### src/rtl/arm_pkg.sv
`default_nettype none
// ============================================================================
//  Module      : arm_pkg
//  Description : Shared types and constants for the five-stage ARM core
//                pipeline control: controller FSM states, NZCV bit indices
//                and register-index width.
//  Revision    : 1.0  initial release
// ============================================================================
package arm_pkg;

    // Register-file index width (r0..r15)
    localparam int c_reg_idx_w = 4;

    // NZCV bit positions inside the status register
    localparam int c_flag_n = 3;
    localparam int c_flag_z = 2;
    localparam int c_flag_c = 1;
    localparam int c_flag_v = 0;

    // Memory-handshake supervisor states
    typedef enum logic [1:0] {
        ST_RUN      = 2'd0,
        ST_MEM_WAIT = 2'd1,
        ST_ERROR    = 2'd2
    } ctrl_state_e;

endpackage : arm_pkg
`default_nettype wire

### src/rtl/hazard_detect.sv
`default_nettype none
// ============================================================================
//  Module      : hazard_detect
//  Description : Combinational RAW hazard check between the ID-stage source
//                registers and the destinations of EXE (and, without a
//                forwarding unit, MEM). With forwarding only a load in EXE
//                can cause a stall.
//  Revision    : 1.0  initial release
// ============================================================================
module hazard_detect
    import arm_pkg::*;
#(
    parameter int FWD_EN = 1
) (
    input  logic                   id_valid,
    input  logic [c_reg_idx_w-1:0] id_src1,
    input  logic [c_reg_idx_w-1:0] id_src2,
    input  logic                   id_two_src,
    input  logic                   exe_valid,
    input  logic [c_reg_idx_w-1:0] exe_dest,
    input  logic                   exe_wb_en,
    input  logic                   exe_mem_r_en,
    input  logic [c_reg_idx_w-1:0] mem_dest,
    input  logic                   mem_wb_en,
    output logic                   hazard
);

    logic w_match1;
    logic w_match2;

    if (FWD_EN != 0) begin : g_fwd
        // Forwarding covers ALU results; only a load's data arrives too late
        logic w_exe_load;
        logic w_unused_mem;
        assign w_exe_load   = exe_valid & exe_wb_en & exe_mem_r_en;
        assign w_match1     = w_exe_load & (exe_dest == id_src1);
        assign w_match2     = w_exe_load & (exe_dest == id_src2);
        assign w_unused_mem = ^{mem_dest, mem_wb_en};
    end else begin : g_no_fwd
        // No bypass paths: any pending write-back in EXE or MEM must drain
        logic w_exe_wr;
        logic w_unused_ld;
        assign w_exe_wr    = exe_valid & exe_wb_en;
        assign w_match1    = (w_exe_wr  & (exe_dest == id_src1)) |
                             (mem_wb_en & (mem_dest == id_src1));
        assign w_match2    = (w_exe_wr  & (exe_dest == id_src2)) |
                             (mem_wb_en & (mem_dest == id_src2));
        assign w_unused_ld = exe_mem_r_en;
    end

    assign hazard = id_valid & (w_match1 | (id_two_src & w_match2));

endmodule : hazard_detect
`default_nettype wire

### src/rtl/exe_pipeline_ctrl.sv
`default_nettype none
// ============================================================================
//  Module      : exe_pipeline_ctrl
//  Description : Central pipeline controller beside the EXE stage. Holds the
//                NZCV register, arbitrates stall / branch flush / hazard
//                bubble for IF/ID/EXE, supervises the memory wait handshake
//                with a timeout, and keeps saturating stall/flush counters.
//  Revision    : 1.0  initial release
// ============================================================================
module exe_pipeline_ctrl
    import arm_pkg::*;
#(
    parameter int FWD_EN  = 1,
    parameter int TIMEOUT = 255,
    parameter int CNT_W   = 16
) (
    input  logic                   clk,
    input  logic                   rst,
    input  logic                   id_valid,
    input  logic [c_reg_idx_w-1:0] id_src1,
    input  logic [c_reg_idx_w-1:0] id_src2,
    input  logic                   id_two_src,
    input  logic                   exe_valid,
    input  logic [c_reg_idx_w-1:0] exe_dest,
    input  logic                   exe_wb_en,
    input  logic                   exe_mem_r_en,
    input  logic                   exe_s,
    input  logic [3:0]             exe_status,
    input  logic                   exe_branch_taken,
    input  logic [c_reg_idx_w-1:0] mem_dest,
    input  logic                   mem_wb_en,
    input  logic                   mem_req,
    input  logic                   mem_ready,
    output logic [3:0]             status_reg,
    output logic                   freeze_if,
    output logic                   freeze_id,
    output logic                   bubble_exe,
    output logic                   flush_if_id,
    output logic                   stall_all,
    output logic                   mem_err,
    output logic [CNT_W-1:0]       stall_cnt,
    output logic [CNT_W-1:0]       flush_cnt
);

    localparam logic [7:0] c_timeout = 8'(TIMEOUT);

    ctrl_state_e      r_state;
    ctrl_state_e      w_state_nxt;
    logic [7:0]       r_wait_cnt;
    logic [7:0]       w_wait_cnt_nxt;
    logic             r_mem_err;
    logic [3:0]       r_status;
    logic [CNT_W-1:0] r_stall_cnt;
    logic [CNT_W-1:0] r_flush_cnt;

    logic w_hazard;
    logic w_stall_all;
    logic w_br;
    logic w_freeze;
    logic w_bubble;

    hazard_detect #(
        .FWD_EN (FWD_EN)
    ) u_hazard_detect (
        .id_valid     (id_valid),
        .id_src1      (id_src1),
        .id_src2      (id_src2),
        .id_two_src   (id_two_src),
        .exe_valid    (exe_valid),
        .exe_dest     (exe_dest),
        .exe_wb_en    (exe_wb_en),
        .exe_mem_r_en (exe_mem_r_en),
        .mem_dest     (mem_dest),
        .mem_wb_en    (mem_wb_en),
        .hazard       (w_hazard)
    );

    // FSM state and wait counter register
    always_ff @(posedge clk or negedge rst) begin
        if (!rst) begin
            r_state    <= ST_RUN;
            r_wait_cnt <= 8'd0;
        end else begin
            r_state    <= w_state_nxt;
            r_wait_cnt <= w_wait_cnt_nxt;
        end
    end

    // Next-state logic and raw stall; a ready in the timeout cycle completes
    always_comb begin
        w_state_nxt    = r_state;
        w_wait_cnt_nxt = r_wait_cnt;
        w_stall_all    = 1'b0;
        case (r_state)
            ST_RUN: begin
                if (mem_req && !mem_ready) begin
                    w_stall_all    = 1'b1;
                    w_state_nxt    = ST_MEM_WAIT;
                    w_wait_cnt_nxt = 8'd1;
                end
            end
            ST_MEM_WAIT: begin
                if (mem_ready) begin
                    w_state_nxt    = ST_RUN;
                    w_wait_cnt_nxt = 8'd0;
                end else begin
                    w_stall_all = 1'b1;
                    if (r_wait_cnt == c_timeout) begin
                        w_state_nxt = ST_ERROR;
                    end else begin
                        w_wait_cnt_nxt = r_wait_cnt + 8'd1;
                    end
                end
            end
            ST_ERROR: begin
                w_stall_all = 1'b1;
            end
            default: begin
                w_state_nxt    = ST_RUN;
                w_wait_cnt_nxt = 8'd0;
            end
        endcase
    end

    // Priority arbitration: global stall, then taken branch, then hazard
    always_comb begin
        w_br     = exe_valid & exe_branch_taken & ~w_stall_all;
        w_freeze = 1'b0;
        w_bubble = 1'b0;
        if (w_stall_all) begin
            w_freeze = 1'b1;
        end else if (w_br) begin
            w_bubble = 1'b1;
        end else if (w_hazard) begin
            w_freeze = 1'b1;
            w_bubble = 1'b1;
        end
    end

    // Control outputs are held low while reset is asserted
    assign freeze_if   = rst & w_freeze;
    assign freeze_id   = rst & w_freeze;
    assign bubble_exe  = rst & w_bubble;
    assign flush_if_id = rst & w_br;
    assign stall_all   = rst & w_stall_all;

    // Sticky timeout error, cleared only by reset
    always_ff @(posedge clk or negedge rst) begin
        if (!rst) begin
            r_mem_err <= 1'b0;
        end else if (w_state_nxt == ST_ERROR) begin
            r_mem_err <= 1'b1;
        end
    end

    // NZCV register; a stalled flag-setting instruction does not commit
    always_ff @(posedge clk or negedge rst) begin
        if (!rst) begin
            r_status <= 4'd0;
        end else if (exe_valid && exe_s && !w_stall_all) begin
            r_status <= exe_status;
        end
    end

    // Saturating performance counters for freeze cycles and branch flushes
    always_ff @(posedge clk or negedge rst) begin
        if (!rst) begin
            r_stall_cnt <= '0;
            r_flush_cnt <= '0;
        end else begin
            if (w_freeze && (r_stall_cnt != '1)) begin
                r_stall_cnt <= r_stall_cnt + 1'b1;
            end
            if (w_br && (r_flush_cnt != '1)) begin
                r_flush_cnt <= r_flush_cnt + 1'b1;
            end
        end
    end

    assign mem_err    = r_mem_err;
    assign status_reg = r_status;
    assign stall_cnt  = r_stall_cnt;
    assign flush_cnt  = r_flush_cnt;

endmodule : exe_pipeline_ctrl
`default_nettype wire

### config.mk
export PLATFORM = sky130hd
export DESIGN_NAME = exe_pipeline_ctrl
export DESIGN_NICKNAME = d
export VERILOG_FILES = /design/src/rtl/arm_pkg.sv /design/src/rtl/hazard_detect.sv /design/src/rtl/exe_pipeline_ctrl.sv
export SDC_FILE = /design/constraint.sdc
export NUM_CORES = 1
export LEC_CHECK = 0
export BUFFER_PORTS_ARGS = -buffer_cell sky130_fd_sc_hd__buf_2
export CAP_MARGIN = 25
export CORE_MARGIN = 2
export CORE_UTILIZATION = 47
export CTS_CLUSTER_DIAMETER = 200
export DETAILED_ROUTE_END_ITERATION = 10
export GPL_ROUTABILITY_DRIVEN = 0
export PLACE_DENSITY = 0.81
export RECOVER_POWER = 25
export SLEW_MARGIN = 20
export SYNTH_ARGS = -nofsm -noshare
export SYNTH_HDL_FRONTEND = slang
export SYNTH_SLANG_ARGS = --single-unit
### constraint.sdc
create_clock -name clk -period 4.6 [get_ports clk]
set_input_delay 0.23 -clock clk [delete_from_list [all_inputs] [get_ports clk]]
set_output_delay 0.23 -clock clk [all_outputs]
set_load 0.1 [all_outputs]
## Yosys cells after proc, flatten, opt, wreduce, memory -nomap -nowiden

Cells that the tools add are included.

- Flip-flop bits (word level): 47
- Input port bits: 32
- Output and inout port bits: 42
- Logic and storage cells: 59

- Add/subtract/negate cells: 3
- Equal/unequal tests: 10
- Mux-type cells: 16
- Bitwise operators: 15
- Reduce and logical (&&, ||, !) cells: 9

Operators with widths:

| operator | count |
|---|---|
| $add A16 B1 Y16 const B | 2 |
| $ne A16 B16 Y1 const B | 2 |
| $mux W8 | 3 |
| $pmux W8 S3 | 1 |
| $and A1 B1 Y1 | 12 |
| $add A8 B1 Y8 const B | 1 |
| $eq A4 B4 Y1 | 2 |
| $eq A8 B8 Y1 const B | 1 |
| $mux W1 | 7 |
| $mux W2 | 3 |
| $pmux W2 S3 | 1 |
| $logic_and A1 B1 Y1 | 5 |
| $eq A2 B2 Y1 const B | 2 |
| $ne A3 B3 Y1 const B | 1 |
| $pmux W1 S3 | 1 |
| $reduce_and A3 Y1 | 1 |
| $eq A2 B1 Y1 const B | 1 |
| $logic_not A1 Y1 | 2 |
| $logic_not A2 Y1 | 1 |
| $ne A2 B2 Y1 const B | 1 |
| $not A1 Y1 | 2 |
| $or A1 B1 Y1 | 1 |

## Longest topological paths before layout

Gate-level depths: netlist of run 1.

- Depth in word-level cells: 10
- Gate-level depth with buffers: 7
- Depth with buffers taken out: 7

## Modules after synthesis

A second synthesis of run 1 with hierarchy kept.

- Cells, all modules: 231
- Area total of the unflattened synthesis: 2416.1 um2

Modules (own cells, without submodules):

| module | times used | cells an instance | area each (um2) | seq. area each (um2) |
|---|---|---|---|---|
| exe_pipeline_ctrl | 1 | 218 | 2312.2 | 1176.1 |
| hazard_detect | 1 | 13 | 103.8 | 0.0 |

## Least setup slack after synthesis of run 1

No wires, ideal clock.

- Path kind: register to output
- Start: register r_state[1]
- End: output port freeze_if
- Data arrival time: 3.029 ns
- Data required time: 4.370 ns
- Slack: 1.341 ns
- Cell stages (with the launch flop): 8
- Cells stage by stage: dfrtp_1 nor2_1 o21ai_0 and2_1 a21boi_2 buf_2 nor2_1 buf_4

- Cells in the longest elaborated chain, start to end: 7
- Elaborated cells between the ends (all ways): 9
- Those cells by class: eq/ne (2); mux (3); bitwise (3); reduce/logical (1)

RTL lines:

| what | RTL line | RTL |
|---|---|---|
| start: declaration | exe_pipeline_ctrl.sv:47 | `ctrl_state_e r_state;` |
| start signal: assignment | exe_pipeline_ctrl.sv:84 | `r_state <= w_state_nxt;` |
| $eq A2 B2 Y1, or another cell as far along | exe_pipeline_ctrl.sv:94 | `case (r_state)` |
| $pmux W1 S3 (*) | exe_pipeline_ctrl.sv:94 |  |
| $not A1 Y1 | exe_pipeline_ctrl.sv:127 | `w_br = exe_valid & exe_branch_taken & ~w_stall_all;` |
| $and A1 B1 Y1 | exe_pipeline_ctrl.sv:127 |  |
| $mux W1 | exe_pipeline_ctrl.sv:132 | `end else if (w_br) begin` |
| $mux W1 (*) | exe_pipeline_ctrl.sv:130 | `if (w_stall_all) begin` |
| $and A1 B1 Y1 (*) | -- |  |
| end: declaration | exe_pipeline_ctrl.sv:35 | `output logic freeze_if,` |

Mark *: on every way between the ends. The rest lies on a longest branch, timed or not.

## Worst setup path after layout of run 1

- Start: register r_state[0]
- End: output port freeze_id

- Cells in the longest elaborated chain, start to end: 7
- Elaborated cells between the ends (all ways): 9
- Those cells by class: eq/ne (2); mux (3); bitwise (3); reduce/logical (1)

RTL lines:

| what | RTL line | RTL |
|---|---|---|
| $eq A2 B2 Y1, or another cell as far along | exe_pipeline_ctrl.sv:94 |  |
| $pmux W1 S3 (*) | exe_pipeline_ctrl.sv:94 |  |
| $not A1 Y1 | exe_pipeline_ctrl.sv:127 |  |
| $and A1 B1 Y1 | exe_pipeline_ctrl.sv:127 |  |
| $mux W1 | exe_pipeline_ctrl.sv:132 |  |
| $mux W1 (*) | exe_pipeline_ctrl.sv:130 |  |
| $and A1 B1 Y1 (*) | exe_pipeline_ctrl.sv:142 | `assign freeze_id = rst & w_freeze;` |
| end: declaration | exe_pipeline_ctrl.sv:36 | `output logic freeze_id,` |

Marked as above.

==> results of run 1 <==
-- path summary, 6_finish.rpt --
kind | cells after the start | endpoint | start
setup / recovery | 5 | freeze_id | r_state[0]
hold / removal | 2 | r_state[1] | rst
setup reg to reg | 5 | stall_cnt[1] | r_state[0]
hold reg to reg | 1 | mem_err | mem_err
max in group asynchronous | 2 | stall_cnt[12] | rst
min in group clk | 2 | status_reg[3] | exe_status[3]
-- power groups by stage --
stage / clock (mW) / combinational, mW / sequential [mW]
4_1_cts: 0.253 / 0.857 / 0.578
3_5_place_dp: 0 / 0.856 / 0.585
2_1_floorplan: 0 / 0.172 / 1.12
5_1_grt: 0.267 / 0.893 / 0.590
6_report: 0.245 / 0.853 / 0.577
3_3_place_gp: 0 / 0.847 / 0.581
-- kinds of logic (layout without fill, tap and decap cells) --
family | count (synthesis) | count (layout) | synth area share (%)
AND/OR/NAND/NOR | 100 | 100 | 21.96
flip-flops | 47 | 47 | 49.14
XOR/XNOR | 38 | 38 | 13.90
AO/OA/AOI/OAI | 28 | 28 | 7.947
buffers and inverters | 10 | 82 | 2.091
multiplexers | 7 | 7 | 3.397
adder cells (fa/ha/maj) | 3 | 3 | 1.568
-- layer usage --
| metal | up-vias | global-route usage [%] | wire (microns) |
|---|---|---|---|
| li1 | 954 | - | - |
| met1 | 928 | 21.21 | 2065 |
| met2 | 39 | 30.92 | 2372 |
| met3 | 7 | 4.497 | 179 |
| met4 | 0 | 6.238 | 49 |
| met5 | - | 0 | 0 |
-- layout make-up --
cell class | instances | share of cell area [%]
tap | 67 | 2.905
timing repair buffer | 70 | 12.32
inverter | 4 | 0.5204
multi-input combinational | 176 | 40.46
clock inverter | 3 | 0.6505
clock buffer | 5 | 2.385
sequential | 47 | 40.76
-- Yosys cell counts, types with 2 or more instances --
cell | count | area [sq um]
nor2_1 | 16 | 60.06
nor4_1 | 4 | 25.02
o21ai_0 | 14 | 70.07
nand3_1 | 10 | 50.05
clkbuf_1 | 3 | 11.26
xor2_1 | 17 | 148.9
nand4_1 | 9 | 56.30
a21oi_1 | 3 | 15.01
ha_1 | 3 | 37.54
inv_1 | 4 | 15.01
nor3_1 | 10 | 50.05
xnor2_1 | 21 | 183.9
and2_1 | 2 | 12.51
mux2_2 | 5 | 56.30
nand2_1 | 29 | 108.9
and3_1 | 3 | 18.77
dfrtp_1 | 47 | 1176
or3_1 | 2 | 12.51
nor4b_1 | 4 | 35.03
-- stage by stage --
step           area (sq um)  total power, mW  hold WS (ns)  util [%]  setup slack (ns)
2_1_floorplan          2394            1.292      -0.06559         -             1.341
3_3_place_gp           2798            1.427        0.3625     58.08             2.444
3_5_place_dp           2798            1.441        0.3559     58.08             2.381
4_1_cts                2885            1.689       0.03780     59.90             2.053
5_1_grt                2885            1.750       0.07041     59.90             1.897
6_report               2885            1.674       0.01366     59.90             2.081
==> qor.csv, run 1 <==
metric,value,unit
Area Overhead vs Synth,20.54,%
Max IR drop VDD,0.5091,mV
routed vias,1928,
Comb pwr share,50.9,%
fraction of layout cells with a size suffix above 1,30.16,%
IO buf count,68,
GRT Total Usage,17.69,%
CP Max Fanout,17,
die height,75.36,microns
setup TNS,0,ns
Critical Path RT,4.37,ns
Tmin final,2.519,ns
Seq pwr share,34.4,%
DRC viols,0,
R2R Setup Slk,2.42,ns
final net count,339,
Min-Delay Path Class,in -> async,
"Seq/Total Area, Yosys",49.14,%
largest stage delay on the critical path,0.63,ns
# fillers,450,
Fmax,0.3970,GHz
mapped cell area,2394,sq um
initial antenna violation count,0,
Clock Power Share,14.6,%
max_cap viols,0,
final setup fails,0,
number of global-route vias before repair,1810,
Post-synth EDFFs,0,
Num CTS Buffers,5,
"Top FF cell, synth",dfrtp_1,
DP HPWL,3520,microns
sw frac,55.12,%
most frequent cells in the layout,"buf_2 (68), dfrtp_1 (47), nand2_1 (29)",
Synth async-reset ratio,100.0,%
Synth cell types,46,
Post-CTS Setup Inserts,0,
DRT Pass-1 Iters,4,
CP Launch Type,flip-flop,
# IOs,74,
LEAKAGE,1.282,nW
Die X,75.36,microns
clk_lat worst skew,0.29,ns
largest net degree at the start of global routing,49,
CTS tree,done,
"most common cell after layout, fill and taps aside",buf_2,
Final Skew,0.005438,ns
"FF+latch count, synth",47,
Syn. warnings,0,
Placed Cells,364,
Synth Area per Inst,10.27,sq um
post-cts sizing count,0,
worst-margin pin slew,0.7336,ns
Crit-path slowest cell,a21boi_2,
Multi-input gate area,1167,sq um
GRT Residual Overflow,0,
CTS root buffer,clkbuf_8,
Max Transition Viols Final,0,
CORE AREA,4817,sq um
RSZ-0062 raised after global routing,no,
initial drt markers,68,
CP bufs+invs,1,
post-route ant nets,0,
final cell count without fillers,372,
status,"finished, final reports clean",
syn_nets,268,
Pint,0.7513,mW
die area,5679,sq um
CTS hold repair buffers,0,
Power Density,580.2,nW/um^2
clock slew at reported path FFs,0.09,ns
Crit Path Class,reg -> out,
Starting Density,49.69,%
"CP delay by family, top",compound AO/OA/AOI/OAI gates,
htree depth,2,
post-DR wirelength/cell,12.55,microns
Longest Clk Path Bufs,2,
crit path cell chain,o21bai_1 -> o2111ai_4 -> a21boi_2 -> nor2_1 -> buf_2,
Psw,0.9227,mW
Via density,5.183,
FF/Latch Area,1176,sq um
Worst slew margin,50.47,%
Setup crit end kind,output pin,
CP arrival,2.29,ns
Final Hold Fails,0,
CTS Sinks,47,
crit share post-route,54.76,%
num rows,25,
Total Wirelength,4667,microns
global-route wire length before repair,7762,microns
ANT cells,0,
post-synthesis cell count,233,
No activity file was read; power rests on OpenSTA's default activity.
==> run 2: changes to the inputs <==
--- a/config.mk
+++ b/config.mk
@@ -8,11 +8,11 @@
 export BUFFER_PORTS_ARGS = -buffer_cell sky130_fd_sc_hd__buf_2
 export CAP_MARGIN = 25
 export CORE_MARGIN = 2
-export CORE_UTILIZATION = 47
+export CORE_UTILIZATION = 46
 export CTS_CLUSTER_DIAMETER = 200
 export DETAILED_ROUTE_END_ITERATION = 10
 export GPL_ROUTABILITY_DRIVEN = 0
-export PLACE_DENSITY = 0.81
+export PLACE_DENSITY = 0.83
 export RECOVER_POWER = 25
 export SLEW_MARGIN = 20
 export SYNTH_ARGS = -nofsm -noshare
==> constraint.sdc (replaced) <==
create_clock -name clk -period 2.3 [get_ports clk]
set_input_delay 0.115 -clock clk [delete_from_list [all_inputs] [get_ports clk]]
set_output_delay 0.115 -clock clk [all_outputs]
set_load 0.1 [all_outputs]
==> run 2 against run 1 <==
Non-clock buffer count up 3. Clock power rose to 2.9 times the previous value. Worst hold slack better by 0.032 ns. Clock skew up 0.0015 ns. Sequential cell count unchanged. Cell count up 1.6%. Critical endpoint unchanged.
==> qor.csv, run 2 (synthesis results as in run 1) <==
metric,value,unit,change
GRT Total Usage,17.96,%,+0.27 points
status,"finished, final reports clean",,
Critical Path RT,2.18,ns,-2.19 ns
die height,76.14,microns,+1.0%
Num CTS Buffers,5,,unchanged
crit path cell chain,nor2_1 -> o21ai_0 -> and2_1 -> a21boi_2 -> nor2_4 -> clkbuf_4,,
worst hold stages,2,,
clock slew at reported path FFs,0.09,ns,about the same
fraction of layout cells with a size suffix above 1,38.96,%,+8.8 points
routed vias,1944,,+0.83%
largest stage delay on the critical path,0.45,ns,-0.18 ns
Final Skew,0.006925,ns,+0.001488 ns
final setup fails,0,,unchanged
cell count of the worst reg-to-reg path,7,,+2
CP Depth,6,,+1
initial antenna violation count,0,,unchanged
CP Max Fanout,7,,-10
die area,5797,sq um,+2.1%
IO buf count,68,,unchanged
final net count,342,,+0.88%
Via density,5.143,,-0.77%
M1 GR Usage,23.69,%,+2.5 points
Area Overhead vs Synth,25.72,%,
DP HPWL,3704,microns,+5.2%
# fillers,447,,-0.67%
Total Wirelength,4907,microns,+5.1%
GR Util met2,29.46,%,-1.5 points
Power Density,1200,nW/um^2,+110%
final cell count without fillers,378,,+1.6%
Die X,76.14,microns,+1.0%
htree depth,2,,unchanged
CTS root buffer,clkbuf_8,,
met3 usage,4.739,%,+0.24 points
ANT cells,0,,unchanged
DRT Pass-1 Iters,4,,unchanged
GRT busiest layer,met2,,
Starting Density,47.16,%,-2.5 points
Min-Delay Path Class,in -> reg,,
largest net degree at the start of global routing,48,,-2.0%
Crit Path Class,reg -> out,,
CORE AREA,5075,sq um,+5.4%
CP arrival,2.00,ns,-0.29 ns
worst-margin pin slew,1.119,ns,+0.3855 ns
"most common cell after layout, fill and taps aside",buf_2,,
post-DR wirelength/cell,12.98,microns,+3.5%
Worst slew margin,25.39,%,-25 points
num rows,26,,+4.0%
Final Hold Fails,0,,unchanged
"CP delay by family, top",simple AND/OR/NAND/NOR gates,,
initial drt markers,81,,+19%
CTS tree,done,,
"Power, Total",3.612,mW,+120%
post-route ant nets,0,,unchanged
Setup crit end kind,output pin,,
GRT Residual Overflow,0,,unchanged
Longest Clk Path Bufs,2,,unchanged
CP Launch Type,flip-flop,,
Fmax,0.4725,GHz,
Max IR drop VDD,1.394,mV,+170%
most frequent cells in the layout,"buf_2 (65), nand2_1 (29), dfrtp_2 (24)",,
crit share post-route,92.02,%,
CP bufs+invs,1,,unchanged
Crit-path slowest cell,dfrtp_1,,
number of global-route vias before repair,1849,,+2.2%
# IOs,74,,unchanged
DRC viols,0,,unchanged
CTS Sinks,47,,unchanged
max_cap viols,0,,unchanged
Max Transition Viols Final,0,,unchanged
clk_lat worst skew,0.30,ns,about the same
global-route wire length before repair,8480,microns,+9.3%
Tmin final,2.116,ns,
RSZ-0062 raised after global routing,no,,
LEAKAGE,1.280,nW,-0.20%
Placed Cells,369,,+1.4%
run 2: final cells by class:
type	instances	area (sq um)	share of cell area, %
clock buffer	6	72.57	2.412
multi-input combinational	176	1179	39.17
clock inverter	2	60.06	1.996
sequential	47	1214	40.33
tap	70	87.58	2.911
inverter	4	15.01	0.4990
timing repair buffer	73	381.6	12.68
run 2: path summary, 6_finish.rpt:
kind                          startpoint            end  slack [ns]
min in group asynchronous            rst   flush_cnt[0]        0.68
setup / recovery              r_state[1]      freeze_id        0.18
hold reg to reg                  mem_err        mem_err        0.47
setup reg to reg              r_state[1]   stall_cnt[4]        0.23
max in group asynchronous            rst   stall_cnt[0]        0.81
hold / removal             exe_status[3]  status_reg[3]        0.05
run 2: stage by stage:
stage                     hold WS [ns]  util, %  setup slack [ns]      TNS, ns  cell area, sq um
after floorplan                -0.1806        -       -0.00007594  -0.00007594              2442
after global placement          0.2572    56.46            0.3016            0              2865
after detailed placement        0.2629    56.46            0.2561            0              2865
after CTS                      0.04271    59.27           0.07096            0              3008
after global routing           0.03965    59.29           0.01486            0              3009
final                          0.04535    59.29            0.1837            0              3009
run 2: report_power, final:
| group | switching [mW] | internal [mW] |
|---|---|---|
| sequential | 0.175 | 1.02 |
| combinational | 1.41 | 0.311 |
| clock | 0.268 | 0.434 |
run 2: worst register-to-register path, stage by stage, from the launching register on:
cell	delay, ns
dfrtp_1	0.45
nor2_1	0.22
o21ai_0	0.15
and2_1	0.20
a21boi_2	0.22
buf_4	0.21
nor4b_1	0.36
xor2_1	0.18
run 2: layer usage:
layer  vias to the layer above  wire, microns
met3                         4            217
met4                         0             25
met2                        48           2387
met1                       927           2276
met5                         -              0
li1                        965              -
run 2: timing repair:
action                     in CTS  in global routing
buffers inserted                0                  0
hold endpoints to repair       47                  0
gates resized for setup         0                  2
hold buffers                    1                  0
setup endpoints to repair       0                  2
